[config.mk]
export PLATFORM = sky130hd
export DESIGN_NAME = message_schedule
export DESIGN_NICKNAME = d
export VERILOG_FILES = /design/src/rtl/message_schedule.sv
export SDC_FILE = /design/constraint.sdc
export NUM_CORES = 1
export LEC_CHECK = 0
export BUFFER_PORTS_ARGS = -buffer_cell sky130_fd_sc_hd__clkbuf_2
export CORE_UTILIZATION = 25
export DETAILED_ROUTE_END_ITERATION = 6
export GPL_ROUTABILITY_DRIVEN = 0
export HOLD_SLACK_MARGIN = 0.02
export PLACE_DENSITY = 0.37
export SETUP_SLACK_MARGIN = 0.05
export SYNTH_ARGS = -nofsm -noshare
export SYNTH_HDL_FRONTEND = slang
export SYNTH_SLANG_ARGS = --single-unit
[constraint.sdc]
create_clock -name in_clk -period 5.7 [get_ports in_clk]
set_clock_uncertainty 0.15 [all_clocks]
set_input_delay 0.57 -clock in_clk [delete_from_list [all_inputs] [get_ports in_clk]]
set_output_delay 0.57 -clock in_clk [all_outputs]
set_load 0.02 [all_outputs]
[src/rtl/message_schedule.sv]
// SHA-256 message schedule: loads a 16-word block, then streams (Wi, Ki, round) for 64 rounds.
// Optional build macro SCHED_BYTESWAP_EN byte-reverses each word as it is loaded.
module message_schedule (
  input  logic        in_clk,
  input  logic        in_rst_n,
  input  logic        in_word_valid,
  input  logic [31:0] in_word,
  output logic        out_word_ready,
  input  logic        in_advance,
  output logic        out_valid,
  output logic [31:0] out_Wi,
  output logic [31:0] out_Ki,
  output logic [5:0]  out_round,
  output logic        out_done
);

  localparam int unsigned WORD_W = 32;
  localparam int unsigned WIN_N  = 16;
  localparam int unsigned CNT_W  = 4;
  localparam int unsigned RND_W  = 6;
  localparam logic [RND_W-1:0] LAST_ROUND = RND_W'(63);
  localparam logic [CNT_W-1:0] LAST_WORD  = CNT_W'(15);

  localparam logic [WORD_W-1:0] K_ROM [64] = '{
    32'h428a2f98, 32'h71374491, 32'hb5c0fbcf, 32'he9b5dba5, 32'h3956c25b, 32'h59f111f1, 32'h923f82a4, 32'hab1c5ed5,
    32'hd807aa98, 32'h12835b01, 32'h243185be, 32'h550c7dc3, 32'h72be5d74, 32'h80deb1fe, 32'h9bdc06a7, 32'hc19bf174,
    32'he49b69c1, 32'hefbe4786, 32'h0fc19dc6, 32'h240ca1cc, 32'h2de92c6f, 32'h4a7484aa, 32'h5cb0a9dc, 32'h76f988da,
    32'h983e5152, 32'ha831c66d, 32'hb00327c8, 32'hbf597fc7, 32'hc6e00bf3, 32'hd5a79147, 32'h06ca6351, 32'h14292967,
    32'h27b70a85, 32'h2e1b2138, 32'h4d2c6dfc, 32'h53380d13, 32'h650a7354, 32'h766a0abb, 32'h81c2c92e, 32'h92722c85,
    32'ha2bfe8a1, 32'ha81a664b, 32'hc24b8b70, 32'hc76c51a3, 32'hd192e819, 32'hd6990624, 32'hf40e3585, 32'h106aa070,
    32'h19a4c116, 32'h1e376c08, 32'h2748774c, 32'h34b0bcb5, 32'h391c0cb3, 32'h4ed8aa4a, 32'h5b9cca4f, 32'h682e6ff3,
    32'h748f82ee, 32'h78a5636f, 32'h84c87814, 32'h8cc70208, 32'h90befffa, 32'ha4506ceb, 32'hbef9a3f7, 32'hc67178f2
  };

  typedef enum logic {ST_LOAD, ST_RUN} state_e;

  state_e             state_q, state_d;
  logic [CNT_W-1:0]   load_cnt_q, load_cnt_d;
  logic [RND_W-1:0]   round_q, round_d;
  logic [WORD_W-1:0]  window_q [WIN_N];
  logic [WORD_W-1:0]  window_d [WIN_N];
  logic               done_q, done_d;
  logic [WORD_W-1:0]  load_word;
  logic [WORD_W-1:0]  w_new;

  function automatic logic [WORD_W-1:0] sig0(input logic [WORD_W-1:0] x);
    return {x[6:0], x[31:7]} ^ {x[17:0], x[31:18]} ^ {3'b000, x[31:3]};
  endfunction

  function automatic logic [WORD_W-1:0] sig1(input logic [WORD_W-1:0] x);
    return {x[16:0], x[31:17]} ^ {x[18:0], x[31:19]} ^ {10'b0, x[31:10]};
  endfunction

`ifdef SCHED_BYTESWAP_EN
  assign load_word = {in_word[7:0], in_word[15:8], in_word[23:16], in_word[31:24]};
`else
  assign load_word = in_word;
`endif

  // Next schedule word from the sliding window (mod 2^32 by truncation)
  assign w_new = sig1(window_q[14]) + window_q[9] + sig0(window_q[1]) + window_q[0];

  always_comb begin
    state_d    = state_q;
    load_cnt_d = load_cnt_q;
    round_d    = round_q;
    window_d   = window_q;
    done_d     = 1'b0;
    unique case (state_q)
      ST_LOAD: begin
        if (in_word_valid) begin
          for (int i = 0; i < WIN_N - 1; i++) window_d[i] = window_q[i+1];
          window_d[WIN_N-1] = load_word;
          load_cnt_d        = load_cnt_q + CNT_W'(1);
          if (load_cnt_q == LAST_WORD) begin
            round_d = '0;
            state_d = ST_RUN;
          end
        end
      end
      ST_RUN: begin
        if (in_advance) begin
          for (int i = 0; i < WIN_N - 1; i++) window_d[i] = window_q[i+1];
          window_d[WIN_N-1] = w_new;
          if (round_q == LAST_ROUND) begin
            round_d = '0;
            done_d  = 1'b1;
            state_d = ST_LOAD;
          end else begin
            round_d = round_q + RND_W'(1);
          end
        end
      end
      default: state_d = ST_LOAD;
    endcase
  end

  always_ff @(posedge in_clk or negedge in_rst_n) begin
    if (!in_rst_n) begin
      state_q    <= ST_LOAD;
      load_cnt_q <= '0;
      round_q    <= '0;
      done_q     <= 1'b0;
      for (int i = 0; i < WIN_N; i++) window_q[i] <= '0;
    end else begin
      state_q    <= state_d;
      load_cnt_q <= load_cnt_d;
      round_q    <= round_d;
      done_q     <= done_d;
      window_q   <= window_d;
    end
  end

  assign out_word_ready = (state_q == ST_LOAD);
  assign out_valid      = (state_q == ST_RUN);
  assign out_Wi         = window_q[0];
  assign out_Ki         = K_ROM[round_q];
  assign out_round      = round_q;
  assign out_done       = done_q;

endmodule

== After elaboration in Yosys (flattened, before gate mapping) ==
Memory sizes are Yosys's and may differ from the RTL's.
Cells that the tools add are included.

* Bitwise operators: 6
* Reductions and logical operators: 3
* $lt $le $gt $ge: 1
* Equality and inequality tests: 5
* Multiplexer cells: 18
* Add/subtract/negate cells: 5

{| class="wikitable"
|+ Operators by type and width
! kind !! number
|-
| 512-bit 2-to-1 mux || 2
|-
| 512-bit case mux with 2 select lines || 1
|-
| 32-bit adder || 3
|-
| 32-bit 2-to-1 mux || 2
|-
| 32-bit bitwise XOR || 2
|-
| 32-bit by 22-bit bitwise XOR with 32-bit output || 1
|-
| 32-bit by 29-bit bitwise XOR with 32-bit output || 1
|-
| 6-bit 2-to-1 mux || 4
|-
| 6-bit case mux with 2 select lines || 1
|-
| 7-bit >= comparator, second input constant || 1
|-
| 1-bit 2-to-1 mux || 7
|-
| 6-bit NOT with 7-bit output || 1
|-
| 6-bit by 1-bit adder with 6-bit output, second input constant || 1
|-
| 6-bit == test, second input constant || 1
|-
| 4-bit by 1-bit adder with 4-bit output, second input constant || 1
|-
| 4-bit == test, second input constant || 1
|-
| 2-bit inequality test, second input constant || 2
|-
| 2-bit AND reduction || 2
|-
| 3-bit AND reduction || 1
|-
| 2-bit by 1-bit inequality test with 1-bit output, second input constant || 1
|-
| 1-bit case mux with 2 select lines || 1
|-
| 1-bit NOT || 1
|}

* Memories: 1
* Memory bits (read-only): 2048
* Bits of input ports: 36
* Output and inout port bits: 73
* Bits in registers: 524

{| class="wikitable"
|+ Memories
! name !! depth !! width !! rd ports !! clocked after memory_dff !! write ports !! RTL line !! text
|-
| (name not given) || 64 || 32 || 1 || 0 || 0 || 117 || <nowiki>assign out_Ki = K_ROM[round_q];</nowiki>
|}

== Longest topological paths before layout ==
Gate-level depths: netlist of run 1.

* Word-level depth: 7
* Mapped depth: 18
* Gate-level depth less buffers: 17

== Least setup slack after synthesis of run 1 ==
No wires, ideal clock.

* Path kind: reg2reg
* Start point: reg window_q[53] (netlist bit)
* End point: reg window_q[28] (netlist bit)
* Period minus slack after synthesis: 3.801 ns
* Slack: 1.899 ns
* Stages on the path, launching flop included: 15
* Setup time: 0.127 ns
* Buffers on the path: 0
* Arrival: 3.525 ns
* Data required time: 5.423 ns
* Path through: dfrtp_1 > xor2_1 > xnor2_1 > fa_1 > fa_1 > inv_1 > ha_1 > a21o_2 > nand4_1 > a21boi_2 > a31oi_1 > o31a_2 > o41ai_4 > xnor2_1 > o21ai_1

* Word-level cells in the longest chain between the ends: 7

{| class="wikitable"
|+ RTL lines
! what !! RTL line !! text
|-
| start: declaration || 40 || <nowiki>logic [WORD_W-1:0] window_q [WIN_N];</nowiki>
|-
| start signal: assignment || 110 || <nowiki>window_q <= window_d;</nowiki>
|-
| 32-bit bitwise XOR || 51 || <nowiki>return {x[16:0], x[31:17]} ^ {x[18:0], x[31:19]} ^ {10'b0, x[31:10]};</nowiki>
|-
| 32-bit by 22-bit bitwise XOR with 32-bit output * || 51 ||
|-
| 32-bit adder * (3 in series) || 61 || <nowiki>assign w_new = sig1(window_q[14]) + window_q[9] + sig0(window_q[1]) + window_q[0];</nowiki>
|-
| 512-bit 2-to-1 mux * || 82 || <nowiki>if (in_advance) begin</nowiki>
|-
| 512-bit case mux with 2 select lines * || 69 || <nowiki>unique case (state_q)</nowiki>
|}

Mark *: on every way between the ends. The rest lies on a longest branch, timed or not. The select of a mux whose other input is x is not followed.
A chain may end at the register's enable or synchronous reset.

== Final worst setup path of run 1 ==
* Start point: reg window_q[59] (netlist bit)
* End point: reg window_q[17] (netlist bit)

Same word-level chain as after synthesis.

==> tab_implementation.tex, run 1 <==
\begin{tabular}{lr}
\hline
Metric & Value \\
\hline
\multicolumn{2}{l}{\textbf{Floorplanning}} \\
\quad Total die area & 0.110 mm² \\
\quad Core outline area & 0.107 mm² \\
\quad Effective utilization at floorplan & 0.252 \\
\quad Die H & 331 µm \\
\quad Top-level port count & 109 \\
\quad Core Rows & 120 \\
\quad Die Span X & 331 µm \\
\multicolumn{2}{l}{\textbf{Yosys}} \\
\quad Syn Area/Cell & 11.7 µm² \\
\quad Post-synthesis cell area & 0.0271 mm² \\
\quad Flip-flop and latch count after synthesis & 524 \\
\quad Number of enable-type register cells in the synthesized netlist & 0 \\
\quad Post-Syn Instances & 2313 \\
\quad Dominant register cell in the synthesized netlist & dfrtp\_1 \\
\quad Share of synthesized registers carrying an async set or reset & 1.00 \\
\quad Synthesis warning total & 0 \\
\quad Synthesized net count & 2460 \\
\quad Number of library cell types mapped by synthesis & 73 \\
\quad Fraction of the yosys area taken by sequential cells & 0.485 \\
\multicolumn{2}{l}{\textbf{Drt}} \\
\quad Detailed Route WL & 82500 µm \\
\quad Vias per Instance & 4.72 \\
\quad Count of vias placed by the detailed router & 18000 \\
\quad Number of DRC markers in iteration 0 & 1591 \\
\quad Wire length on met2 & 36800 µm \\
\quad Residual DRC & 0 \\
\quad Sum of met3 wire segment lengths after detailed routing & 4540 µm \\
\quad Detail Route Antenna Nets & 0 \\
\quad WL met1 & 39800 µm \\
\quad First-pass DRT Iterations & 6 \\
\quad Routed length per instance & 21.6 µm \\
\quad Top layer reached by signal wires & met5 \\
\multicolumn{2}{l}{\textbf{Clocking}} \\
\quad CTS tree & done \\
\quad \# H-tree levels & 2 \\
\quad Cts bufs inserted & 61 \\
\quad CTS root buf & clkbuf\_16 \\
\quad Later-pin clock latency in the skew report & 0.66 ns \\
\quad Clock transition at the registers of the reported paths & 0.06 ns \\
\quad TritonCTS Sinks & 524 \\
\quad Post-CTS Setup Repair Bufs & 0 \\
\quad Maximum number of buffers from clock root to sink & 3 \\
\multicolumn{2}{l}{\textbf{Placement}} \\
\quad Half-perimeter wire length after placement & 59700 µm \\
\quad Count of input and output buffers & 108 \\
\multicolumn{2}{l}{\textbf{Global route}} \\
\quad Antenna violations before repair & 3 \\
\quad Number of global-route vias before repair & 18400 \\
\quad First-pass GRT wire length & 124000 µm \\
\quad Pin count of the biggest net entering global routing & 149 \\
\quad Grt ovf & 0 \\
\quad GRT Total Usage & 0.152 \\
\multicolumn{2}{l}{\textbf{Timing}} \\
\quad Highest clock rate & 215 MHz \\
\quad Time the worst path needs with I/O delays and setup & 4.66 ns \\
\quad Final hold vios & 0 \\
\quad Final TNS setup & 0 ns \\
\quad Period utilization & 0.817 \\
\quad Setup repair after global routing missed its margin & no \\
\quad Transition at the pin with the smallest max-transition slack & 1.18 ns \\
\quad Slew HR & 0.211 \\
\quad Final setup vio count & 0 \\
\quad Slew Limit Fails & 0 \\
\multicolumn{2}{l}{\textbf{Critical path}} \\
\quad Kind of launch point of the worst setup path & register \\
\quad Path type of the worst setup path & reg2reg \\
\quad Data arrival time of the critical path & 5.01 ns \\
\quad Req. time, crit path & 6.06 ns \\
\quad Critical-path maximum fanout & 7 \\
\quad Sort of element at the end of the critical path & register \\
\multicolumn{2}{l}{\textbf{Job}} \\
\quad Reported max-cap violation count & 0 \\
\multicolumn{2}{l}{\textbf{Final layout}} \\
\quad Layout net count & 2515 \\
\quad Area Overhead vs Synth & 15.1\% \\
\quad Layout cell share with drive strength beyond 1 & 0.298 \\
\multicolumn{2}{l}{\textbf{Outcome}} \\
\quad Result of the run & finished, final reports clean \\
\multicolumn{2}{l}{\textbf{Hold path}} \\
\quad Kind of path behind the tightest hold check & in2reg \\
\hline
\end{tabular}
## cell type report
cell class / count / area (µm²)
Sequential cell: 524 / 13100
Timing Repair Buffer: 137 / 866
Fill cell: 11200 / 76100
Multi-Input combinational cell: 1501 / 12700
Clock inverter: 28 / 379
Tap cell: 1403 / 1760
Antenna cell: 1 / 2.50
Inverter: 143 / 537
Clock buffer: 87 / 1780
## worst max-delay path, stage by stage (launching register included)
cell      delay [ns]
dfrtp_1         0.66
xor2_1          0.27
xnor2_1         0.21
fa_1            0.50
fa_1            0.52
inv_1           0.09
ha_1            0.39
a21o_1          0.23
a21oi_1         0.21
a21boi_0        0.14
a211oi_2        0.42
o21bai_1        0.16
xnor2_1         0.37
o221ai_1        0.18
## layout by cell type (no fill, tap or decap), types with 15 or more instances in the layout
cell type	instances
a211oi_1	20
a21oi_1	113
a31oi_1	27
buf_4	18
clkbuf_16	61
clkbuf_2	107
clkbuf_8	16
clkinv_2	15
dfrtp_1	520
fa_1	62
ha_1	49
inv_1	139
mux2_2	455
nand2_1	130
nand3_1	23
nor2_1	94
nor2b_1	15
nor3_1	30
o21ai_0	133
xnor2_1	92
xor2_1	58
## layer usage
layer	global-route usage	up-vias
met5	0	-
met4	0.0310	4
met3	0.0322	84
li1	-	8167
met1	0.219	9335
met2	0.232	455
## cell usage after synthesis, types with 7 or more instances
library cell | number | area [µm²]
dfrtp_1 | 524 | 13100
mux2_2 | 455 | 5120
inv_1 | 139 | 522
o21ai_0 | 133 | 666
nand2_1 | 130 | 488
a21oi_1 | 113 | 566
nor2_1 | 95 | 357
xnor2_1 | 92 | 806
clkbuf_1 | 63 | 236
fa_1 | 62 | 1240
buf_2 | 58 | 290
xor2_1 | 58 | 508
ha_1 | 49 | 613
nor3_1 | 30 | 150
a31oi_1 | 27 | 169
nand3_1 | 23 | 115
a211oi_1 | 20 | 150
nor2b_1 | 16 | 100
a21o_1 | 14 | 105
a22oi_1 | 14 | 105
buf_1 | 13 | 48.8
mux2i_1 | 13 | 130
nand2b_1 | 12 | 75.1
and3_1 | 10 | 62.6
nand4_1 | 10 | 62.6
o22ai_1 | 10 | 62.6
a311oi_1 | 9 | 78.8
o31ai_1 | 9 | 67.6
o21bai_1 | 7 | 52.6
## cells by family (layout without fill, tap and decap cells)
family	Yosys count	in the layout	synth area share
other	0	1	0
multiplexers	473	473	0.198
AND/OR/NAND/NOR	346	346	0.0576
flip-flops	524	524	0.485
adder cells (fa/ha/maj)	111	111	0.0685
XOR/XNOR	150	150	0.0486
buffers and inverters	288	395	0.0462
AO/OA/AOI/OAI	421	421	0.0961
## registers in the layout (all words and copies together) (netlist names)
signal      count
load_cnt_q      4
out_Wi         32
out_done        1
out_round       6
out_valid       1
window_q      480
## what timing repair did
item | in CTS | in global routing
gates resized for setup | 0 | 0
hold endpoints to repair | 77 | 0
hold buffers | 4 | 0
## metrics by stage
step,setup WS [ns],cell area (µm²),util,hold WS [ns],instances
4_1_cts,1.10,31100,0.291,0.0236,3823
2_1_floorplan,1.90,27100,-,0.124,2313
6_report,1.04,31200,0.291,0.0676,3824
3_3_place_gp,1.07,28900,0.270,0.310,3704
5_1_grt,0.825,31100,0.291,0.0608,3823
3_5_place_dp,1.13,28900,0.270,0.320,3704
## final timing paths
check | from | to | slack, ns | cells after the start
max in group asynchronous | in_rst_n | window_q[449]$_DFFE_PN0P_ | 3.70 | 3
min in group asynchronous | in_rst_n | window_q[437]$_DFFE_PN0P_ | 0.37 | 2
worst max-delay path | window_q[59]$_DFFE_PN0P_ | window_q[17]$_DFFE_PN0P_ | 1.04 | 13
worst max register to register | window_q[59]$_DFFE_PN0P_ | window_q[17]$_DFFE_PN0P_ | 1.04 | 13
worst min-delay path | in_word[5] | window_q[5]$_DFFE_PN0P_ | 0.07 | 3
worst min register to register | window_q[233]$_DFFE_PN0P_ | window_q[233]$_DFFE_PN0P_ | 0.33 | 2
Power of run 1 is left out: the tool's default activity adds up to more than one toggle a clock period on the data nets, which glitch-free logic cannot reach.
==> run 2, diff against run 1 <==
--- a/config.mk
+++ b/config.mk
@@ -5,12 +5,13 @@
 export SDC_FILE = /design/constraint.sdc
 export NUM_CORES = 1
 export LEC_CHECK = 0
+export ABC_AREA = 1
 export BUFFER_PORTS_ARGS = -buffer_cell sky130_fd_sc_hd__clkbuf_2
 export CORE_UTILIZATION = 25
 export DETAILED_ROUTE_END_ITERATION = 6
 export GPL_ROUTABILITY_DRIVEN = 0
 export HOLD_SLACK_MARGIN = 0.02
-export PLACE_DENSITY = 0.37
+export PLACE_DENSITY = 0.38
 export SETUP_SLACK_MARGIN = 0.05
 export SYNTH_ARGS = -nofsm -noshare
 export SYNTH_HDL_FRONTEND = slang
==> constraint.sdc (replaced) <==
create_clock -name in_clk -period 4.2 [get_ports in_clk]
set_clock_uncertainty 0.15 [all_clocks]
set_input_delay 0.42 -clock in_clk [delete_from_list [all_inputs] [get_ports in_clk]]
set_output_delay 0.42 -clock in_clk [all_outputs]
set_load 0.02 [all_outputs]
==> run 2 against run 1 <==
Net effect:
- hold slack lost 0.0093 ns
- sequential share of layout area shrank 1.0 points
- critical endpoint is now window_q[30]$_DFFE_PN0P_
- critical path depth grew 5
- synthesized cell count grew 50%
- worst setup slack lost 0.76 ns
- sequential cell count is the same
==> tab_implementation.tex, run 2 <==
\begin{tabular}{lr}
\hline
Metric & Value \\
\hline
\multicolumn{2}{l}{\textbf{Timing}} \\
\quad Final hold vios & 0 \\
\quad Transition at the pin with the smallest max-transition slack & 0.916 ns \\
\quad Final setup vio count & 0 \\
\quad Highest clock rate & 256 MHz \\
\quad Final TNS setup & 0 ns \\
\quad Setup repair after global routing missed its margin & yes \\
\quad Slew HR & 0.389 \\
\quad Time the worst path needs with I/O delays and setup & 3.91 ns \\
\quad Slew Limit Fails & 0 \\
\quad Period utilization & 0.932 \\
\multicolumn{2}{l}{\textbf{Critical path}} \\
\quad Reg-to-reg critical path startpoint & window\_q[54]\$\_DFFE\_PN0P\_ \\
\quad Count of cells along the worst register-to-register path & 18 \\
\quad R2r endpoint & window\_q[30]\$\_DFFE\_PN0P\_ \\
\quad Data arrival time of the critical path & 4.29 ns \\
\quad Setup slack on the worst flop-to-flop path & 0.29 ns \\
\quad Critical-path maximum fanout & 6 \\
\quad Req. time, crit path & 4.58 ns \\
\quad Sort of element at the end of the critical path & register \\
\quad Kind of launch point of the worst setup path & register \\
\quad Path type of the worst setup path & reg2reg \\
\multicolumn{2}{l}{\textbf{Floorplanning}} \\
\quad Top-level port count & 109 \\
\quad Core Rows & 121 \\
\quad Die Span X & 333 µm \\
\quad Die H & 333 µm \\
\quad Core outline area & 0.109 mm² \\
\quad Total die area & 0.111 mm² \\
\quad Effective utilization at floorplan & 0.252 \\
\multicolumn{2}{l}{\textbf{Global route}} \\
\quad Busiest layer in global routing & met2 \\
\quad Met1 capacity usage during global routing & 0.247 \\
\quad Met2 demand-to-capacity share in global routing & 0.262 \\
\quad Pin count of the biggest net entering global routing & 213 \\
\quad First-pass GRT wire length & 144000 µm \\
\quad Global Route met3 Usage & 0.0247 \\
\quad Antenna violations before repair & 0 \\
\quad Grt ovf & 0 \\
\quad Number of global-route vias before repair & 22200 \\
\quad GRT Total Usage & 0.170 \\
\multicolumn{2}{l}{\textbf{Yosys}} \\
\quad Leading cell type by number of instances after synthesis & nand2\_1 \\
\quad Post-synthesis cell area & 0.0274 mm² \\
\quad Number of enable-type register cells in the synthesized netlist & 0 \\
\quad Proportion of netlist area held by the largest area contributor & 0.478 \\
\quad Synthesized net count & 3617 \\
\quad Fraction of the yosys area taken by sequential cells & 0.478 \\
\quad Cell taking the most area after synthesis & dfrtp\_1 \\
\quad Share of synthesized registers carrying an async set or reset & 1.00 \\
\quad Number of library cell types mapped by synthesis & 51 \\
\quad Dominant register cell in the synthesized netlist & dfrtp\_1 \\
\quad Flip-flop and latch count after synthesis & 524 \\
\quad Synth top area cells & dfrtp\_1 (48\%), nand2\_1 (20\%), o21ai\_0 (5.0\%) \\
\quad Synthesis warning total & 0 \\
\quad Most frequent cells after synthesis & nand2\_1 (1463), dfrtp\_1 (524), inv\_1 (344) \\
\quad Syn Area/Cell & 7.91 µm² \\
\quad Post-Syn Instances & 3470 \\
\multicolumn{2}{l}{\textbf{Clocking}} \\
\quad TritonCTS Sinks & 524 \\
\quad Later-pin clock latency in the skew report & 0.65 ns \\
\quad CTS root buf & clkbuf\_16 \\
\quad Maximum number of buffers from clock root to sink & 3 \\
\quad Clock transition at the registers of the reported paths & 0.06 ns \\
\quad Cts bufs inserted & 68 \\
\quad \# H-tree levels & 3 \\
\quad Post-CTS Setup Repair Bufs & 0 \\
\quad CTS tree & done \\
\multicolumn{2}{l}{\textbf{Final layout}} \\
\quad Layout net count & 3691 \\
\quad Most frequent cells in the layout & nand2\_1 (1463), dfrtp\_1 (522), inv\_1 (344) \\
\quad Most common cell after layout, fill and taps aside & nand2\_1 \\
\quad Top register by number of flip-flops & window\_q \\
\quad Antenna diode count & 0 \\
\quad Number of flip-flops in the largest register & 480 \\
\quad Area Overhead vs Synth & 16.3\% \\
\quad Layout cell share with drive strength beyond 1 & 0.0832 \\
\multicolumn{2}{l}{\textbf{Hold path}} \\
\quad Worst hold start & in\_word[17] \\
\quad WHS Endpoint & window\_q[17]\$\_DFFE\_PN0P\_ \\
\quad Kind of path behind the tightest hold check & in2reg \\
\quad Number of stages on the worst hold path & 5 \\
\multicolumn{2}{l}{\textbf{Job}} \\
\quad Reported max-cap violation count & 0 \\
\multicolumn{2}{l}{\textbf{Drt}} \\
\quad First-pass DRT Iterations & 5 \\
\quad Count of vias placed by the detailed router & 22400 \\
\quad Detail Route Antenna Nets & 0 \\
\quad Vias per Instance & 4.47 \\
\quad Routed length per instance & 18.8 µm \\
\quad Residual DRC & 0 \\
\quad Detailed Route WL & 94100 µm \\
\quad Number of DRC markers in iteration 0 & 1824 \\
\multicolumn{2}{l}{\textbf{Placement}} \\
\quad Half-perimeter wire length after placement & 67300 µm \\
\quad Count of input and output buffers & 108 \\
\multicolumn{2}{l}{\textbf{Outcome}} \\
\quad Result of the run & finished, final reports clean \\
\hline
\end{tabular}
==> run 2: changes by cell type in the layout (fill, tap and decap cells not counted), sizes merged, moves of 16 or more <==
cell,before,now
nor2,95,151
buf,26,66
a21oi,114,72
a31oi,27,11
a211oi,21,3
inv,140,354
mux2,455,0
nor2b,16,0
o21ai,137,274
a21o,16,0
dlygate4sd3,4,21
xnor2,92,75
nand3,23,87
nand2,130,1465
==> run 2: area by class of cell <==
type / instances / area (µm²)
repair buffers: 194 / 1350
flip-flops and latches: 524 / 13100
well taps: 1414 / 1770
multi-input cells: 2400 / 12100
clock buffers: 98 / 1960
fillers: 11800 / 76900
inverters: 356 / 1350
clock inverters: 20 / 282
==> run 2: stage by stage <==
stage / hold WS, ns / instances / area (µm²) / utilization / worst slack [ns]
2_1_floorplan: -0.0256 / 3470 / 27400 / - / 0.686
5_1_grt: 0.0912 / 5006 / 31900 / 0.293 / 0.0346
6_report: 0.0583 / 5006 / 31900 / 0.293 / 0.287
3_5_place_dp: 0.300 / 4867 / 29400 / 0.270 / 0.213
4_1_cts: 0.0315 / 5006 / 31900 / 0.293 / 0.155
3_3_place_gp: 0.300 / 4867 / 29400 / 0.270 / 0.187
==> run 2: cell families after synthesis <==
family | after synthesis | synth area share
adder cells (fa/ha/maj) | 111 | 0.0676
AND/OR/NAND/NOR | 1731 | 0.244
XOR/XNOR | 136 | 0.0434
AO/OA/AOI/OAI | 422 | 0.0844
flip-flops | 524 | 0.478
buffers and inverters | 546 | 0.0828
==> run 2: worst max path at each step <==
| stage | startpoint | end | slack, ns | cells after the start |
|---|---|---|---|---|
| after floorplan | window_q[52]$_DFFE_PN0P_ | window_q[21]$_DFFE_PN0P_ | 0.69 | 19 |
| after global placement | window_q[54]$_DFFE_PN0P_ | window_q[8]$_DFFE_PN0P_ | 0.19 | 14 |
| after detailed placement | window_q[32]$_DFFE_PN0P_ | window_q[24]$_DFFE_PN0P_ | 0.21 | 17 |
| after CTS | window_q[54]$_DFFE_PN0P_ | window_q[8]$_DFFE_PN0P_ | 0.16 | 14 |
| after global routing | window_q[54]$_DFFE_PN0P_ | window_q[30]$_DFFE_PN0P_ | 0.03 | 18 |
| final | window_q[54]$_DFFE_PN0P_ | window_q[30]$_DFFE_PN0P_ | 0.29 | 18 |
==> run 2: repair_timing <==
item                       4_1_cts  5_1_grt
hold buffers                    21        0
resized for setup                0        7
setup endpoints to repair        0        5
hold endpoints to repair        89        0
==> run 2: per-layer routing <==
| metal | part of all wire | routed length (µm) | vias up |
|---|---|---|---|
| met5 | 0 | 0 | - |
| met4 | 0.026 | 2430 | 0 |
| li1 | - | - | 10900 |
| met1 | 0.49 | 45800 | 10800 |
| met2 | 0.44 | 41700 | 587 |
| met3 | 0.044 | 4140 | 159 |
==> run 2: worst max-delay path, stage by stage, from the launching register on <==
cell,delay (ns)
dfrtp_1,0.46
xnor2_1,0.25
xor2_1,0.21
fa_1,0.50
fa_1,0.56
inv_1,0.07
ha_1,0.40
nand2_1,0.14
nand2_1,0.07
nand2_1,0.08
nand3_1,0.16
nand2_1,0.14
nand2_1,0.13
nand2_1,0.11
nand2_1,0.06
nand2_1,0.06
nand3_1,0.11
nand2_1,0.10
nand2_1,0.05
Power of run 2 is left out for the same reason.
==> run 3, diff against run 2 <==
--- a/config.mk
+++ b/config.mk
@@ -6,9 +6,9 @@
 export NUM_CORES = 1
 export LEC_CHECK = 0
 export ABC_AREA = 1
-export BUFFER_PORTS_ARGS = -buffer_cell sky130_fd_sc_hd__clkbuf_2
 export CORE_UTILIZATION = 25
 export DETAILED_ROUTE_END_ITERATION = 6
+export DONT_BUFFER_PORTS = 1
 export GPL_ROUTABILITY_DRIVEN = 0
 export HOLD_SLACK_MARGIN = 0.02
 export PLACE_DENSITY = 0.38
==> run 3 against run 2 <==
Net effect:
- the flow now finishes with violations (hold timing)
- count of clock-buffer cells in the layout rose by 2
- critical endpoint is now window_q[15]$_DFFE_PN0P_
- sequential share of layout area rose by 0.51 points
- first-iteration DRC count grew 7.9%
- non-clock buffer count down 90
- global-route usage fell by 0.29 points
- critical path depth fell by 1
- hold slack worse by 0.70 ns
==> tab_implementation.tex, run 3 (synthesis gave the netlist of run 2 again) <==
\begin{tabular}{lr}
\hline
Metric & Value \\
\hline
\multicolumn{2}{l}{\textbf{Timing}} \\
\quad Slew HR & 0.0597 \\
\quad Final hold vios & 524 \\
\quad Transition at the pin with the smallest max-transition slack & 1.41 ns \\
\quad Time the worst path needs with I/O delays and setup & 3.94 ns \\
\quad Final setup vio count & 0 \\
\quad Setup repair after global routing missed its margin & no \\
\quad Highest clock rate & 254 MHz \\
\quad Worst hold margin & -0.645 ns \\
\quad Slew Limit Fails & 0 \\
\quad Period utilization & 0.937 \\
\quad Final TNS setup & 0 ns \\
\multicolumn{2}{l}{\textbf{Drt}} \\
\quad Number of DRC markers in iteration 0 & 1969 \\
\quad Routed length per instance & 18.8 µm \\
\quad First-pass DRT Iterations & 6 \\
\quad Vias per Instance & 4.47 \\
\quad Count of vias placed by the detailed router & 22000 \\
\quad Detail Route Antenna Nets & 0 \\
\quad Detailed Route WL & 92400 µm \\
\quad Residual DRC & 0 \\
\multicolumn{2}{l}{\textbf{Clocking}} \\
\quad \# H-tree levels & 3 \\
\quad Post-CTS Setup Repair Bufs & 0 \\
\quad Maximum number of buffers from clock root to sink & 3 \\
\quad Later-pin clock latency in the skew report & 0.63 ns \\
\quad Hold Buf Count CTS & 29 \\
\quad Cts bufs inserted & 66 \\
\quad TritonCTS Sinks & 524 \\
\quad Clock transition at the registers of the reported paths & 0.06 ns \\
\quad CTS tree & done \\
\quad CTS root buf & clkbuf\_16 \\
\multicolumn{2}{l}{\textbf{Critical path}} \\
\quad Critical-path maximum fanout & 4 \\
\quad Cells along the critical path & buf\_4 > xnor2\_1 > xor2\_1 > fa\_1 > fa\_1 > inv\_1 > ha\_1 > nand2\_1 > nand2\_1 > inv\_1 > nand2\_1 > a21oi\_1 > nand2\_1 > xnor2\_1 > nand2\_1 > nand2\_1 > o21ai\_0 \\
\quad Slowest cell delay on critical path & 0.51 ns \\
\quad Setup slack on the worst flop-to-flop path & 0.26 ns \\
\quad Sort of element at the end of the critical path & register \\
\quad Highest-delay cell along the critical path & fa\_1 \\
\quad Count of cells along the worst register-to-register path & 17 \\
\quad Data arrival time of the critical path & 4.28 ns \\
\quad Cell repeated most along the worst path & nand2\_1 \\
\quad Req. time, crit path & 4.55 ns \\
\quad R2r endpoint & window\_q[15]\$\_DFFE\_PN0P\_ \\
\quad Reg-to-reg critical path startpoint & window\_q[59]\$\_DFFE\_PN0P\_ \\
\quad Kind of launch point of the worst setup path & register \\
\quad Path type of the worst setup path & reg2reg \\
\multicolumn{2}{l}{\textbf{Final layout}} \\
\quad Number of flip-flops in the largest register & 480 \\
\quad Area of combinational cells with multiple inputs & 0.0121 mm² \\
\quad Most frequent cells in the layout & nand2\_1 (1463), dfrtp\_1 (523), inv\_1 (344) \\
\quad Top register by number of flip-flops & window\_q \\
\quad Most common cell after layout, fill and taps aside & nand2\_1 \\
\quad Layout net count & 3599 \\
\quad Sequential cell area in the final layout & 0.0131 mm² \\
\quad Area Overhead vs Synth & 14.8\% \\
\quad Layout cell share with drive strength beyond 1 & 0.0568 \\
\quad Fill cells & 11900 \\
\multicolumn{2}{l}{\textbf{Floorplanning}} \\
\quad Top-level port count & 109 \\
\quad Die H & 333 µm \\
\quad Die Span X & 333 µm \\
\quad Core Rows & 121 \\
\quad Core outline area & 0.109 mm² \\
\quad Total die area & 0.111 mm² \\
\quad Effective utilization at floorplan & 0.252 \\
\multicolumn{2}{l}{\textbf{Outcome}} \\
\quad Failing checks & hold timing \\
\quad Result of the run & finished with violations \\
\multicolumn{2}{l}{\textbf{Placement}} \\
\quad Half-perimeter wire length after placement & 65400 µm \\
\quad Count of input and output buffers & 0 \\
\multicolumn{2}{l}{\textbf{Global route}} \\
\quad Number of global-route vias before repair & 21700 \\
\quad Pin count of the biggest net entering global routing & 525 \\
\quad GRT Total Usage & 0.167 \\
\quad Antenna violations before repair & 4 \\
\quad First-pass GRT wire length & 141000 µm \\
\quad Grt ovf & 0 \\
\multicolumn{2}{l}{\textbf{Hold path}} \\
\quad Kind of path behind the tightest hold check & in2async \\
\multicolumn{2}{l}{\textbf{Job}} \\
\quad Reported max-cap violation count & 0 \\
\hline
\end{tabular}
-- run 3: cell count changes in the layout (fill, tap and decap cells not counted), sizes merged, moves of 3 or more --
cell / change
buf: +9
bufinv: +4
clkbuf: -105
clkinv: -7
diode: +3
dlygate4sd3: +8
-- run 3: stage by stage --
| step | area [µm²] | instances | utilization | worst slack, ns | hold WS [ns] |
|---|---|---|---|---|---|
| after global routing | 31500 | 4918 | 0.290 | 0.0630 | -0.681 |
| after detailed placement | 29000 | 4769 | 0.266 | 0.224 | 0.00580 |
| final | 31500 | 4919 | 0.290 | 0.265 | -0.645 |
| after floorplan | 27400 | 3470 | - | 0.686 | -0.0256 |
| after CTS | 31500 | 4916 | 0.289 | 0.177 | -0.677 |
| after global placement | 29000 | 4769 | 0.266 | 0.165 | 0.00610 |
-- run 3: worst max-delay path: cells and delay by family, from the launching register on --
| family | cells | cell delay [ns] |
|---|---|---|
| xor gates and xnor gates | 3 | 0.76 |
| DFF | 1 | 0.40 |
| adders and majority gates | 3 | 1.38 |
| buffers and inverters | 3 | 0.30 |
| and+or+nand+nor | 6 | 0.65 |
| AOI/OAI and AO/OA | 2 | 0.19 |
-- run 3: what timing repair did --
item | CTS | global route
setup endpoints to repair | 0 | 5
hold endpoints to repair | 557 | 524
gates resized for setup | 0 | 6
-- run 3: per-layer routing --
layer	vias up	part of all wire	global-route usage
met5	-	0.00024	0
met1	10600	0.48	0.241
met3	129	0.060	0.0308
li1	10700	-	-
met2	614	0.44	0.253
met4	4	0.025	0.0498
-- run 3: final cells by class --
type,instances,share of cell area
antenna,3,0.000238
clock buffer,100,0.0626
clock inverter,18,0.00850
inverter,356,0.0428
multi-input combinational,2400,0.383
sequential,524,0.416
tap,1414,0.0561
timing repair buffer,104,0.0302
-- run 3: worst max path at each step --
stage | startpoint | endpoint | slack, ns
6_report | window_q[59]$_DFFE_PN0P_ | window_q[15]$_DFFE_PN0P_ | 0.26
5_1_grt | window_q[52]$_DFFE_PN0P_ | window_q[21]$_DFFE_PN0P_ | 0.06
4_1_cts | window_q[54]$_DFFE_PN0P_ | window_q[28]$_DFFE_PN0P_ | 0.18
3_5_place_dp | window_q[54]$_DFFE_PN0P_ | window_q[28]$_DFFE_PN0P_ | 0.22
3_3_place_gp | window_q[54]$_DFFE_PN0P_ | window_q[28]$_DFFE_PN0P_ | 0.16
2_1_floorplan | window_q[52]$_DFFE_PN0P_ | window_q[21]$_DFFE_PN0P_ | 0.69
Power of run 3 is left out for the same reason.
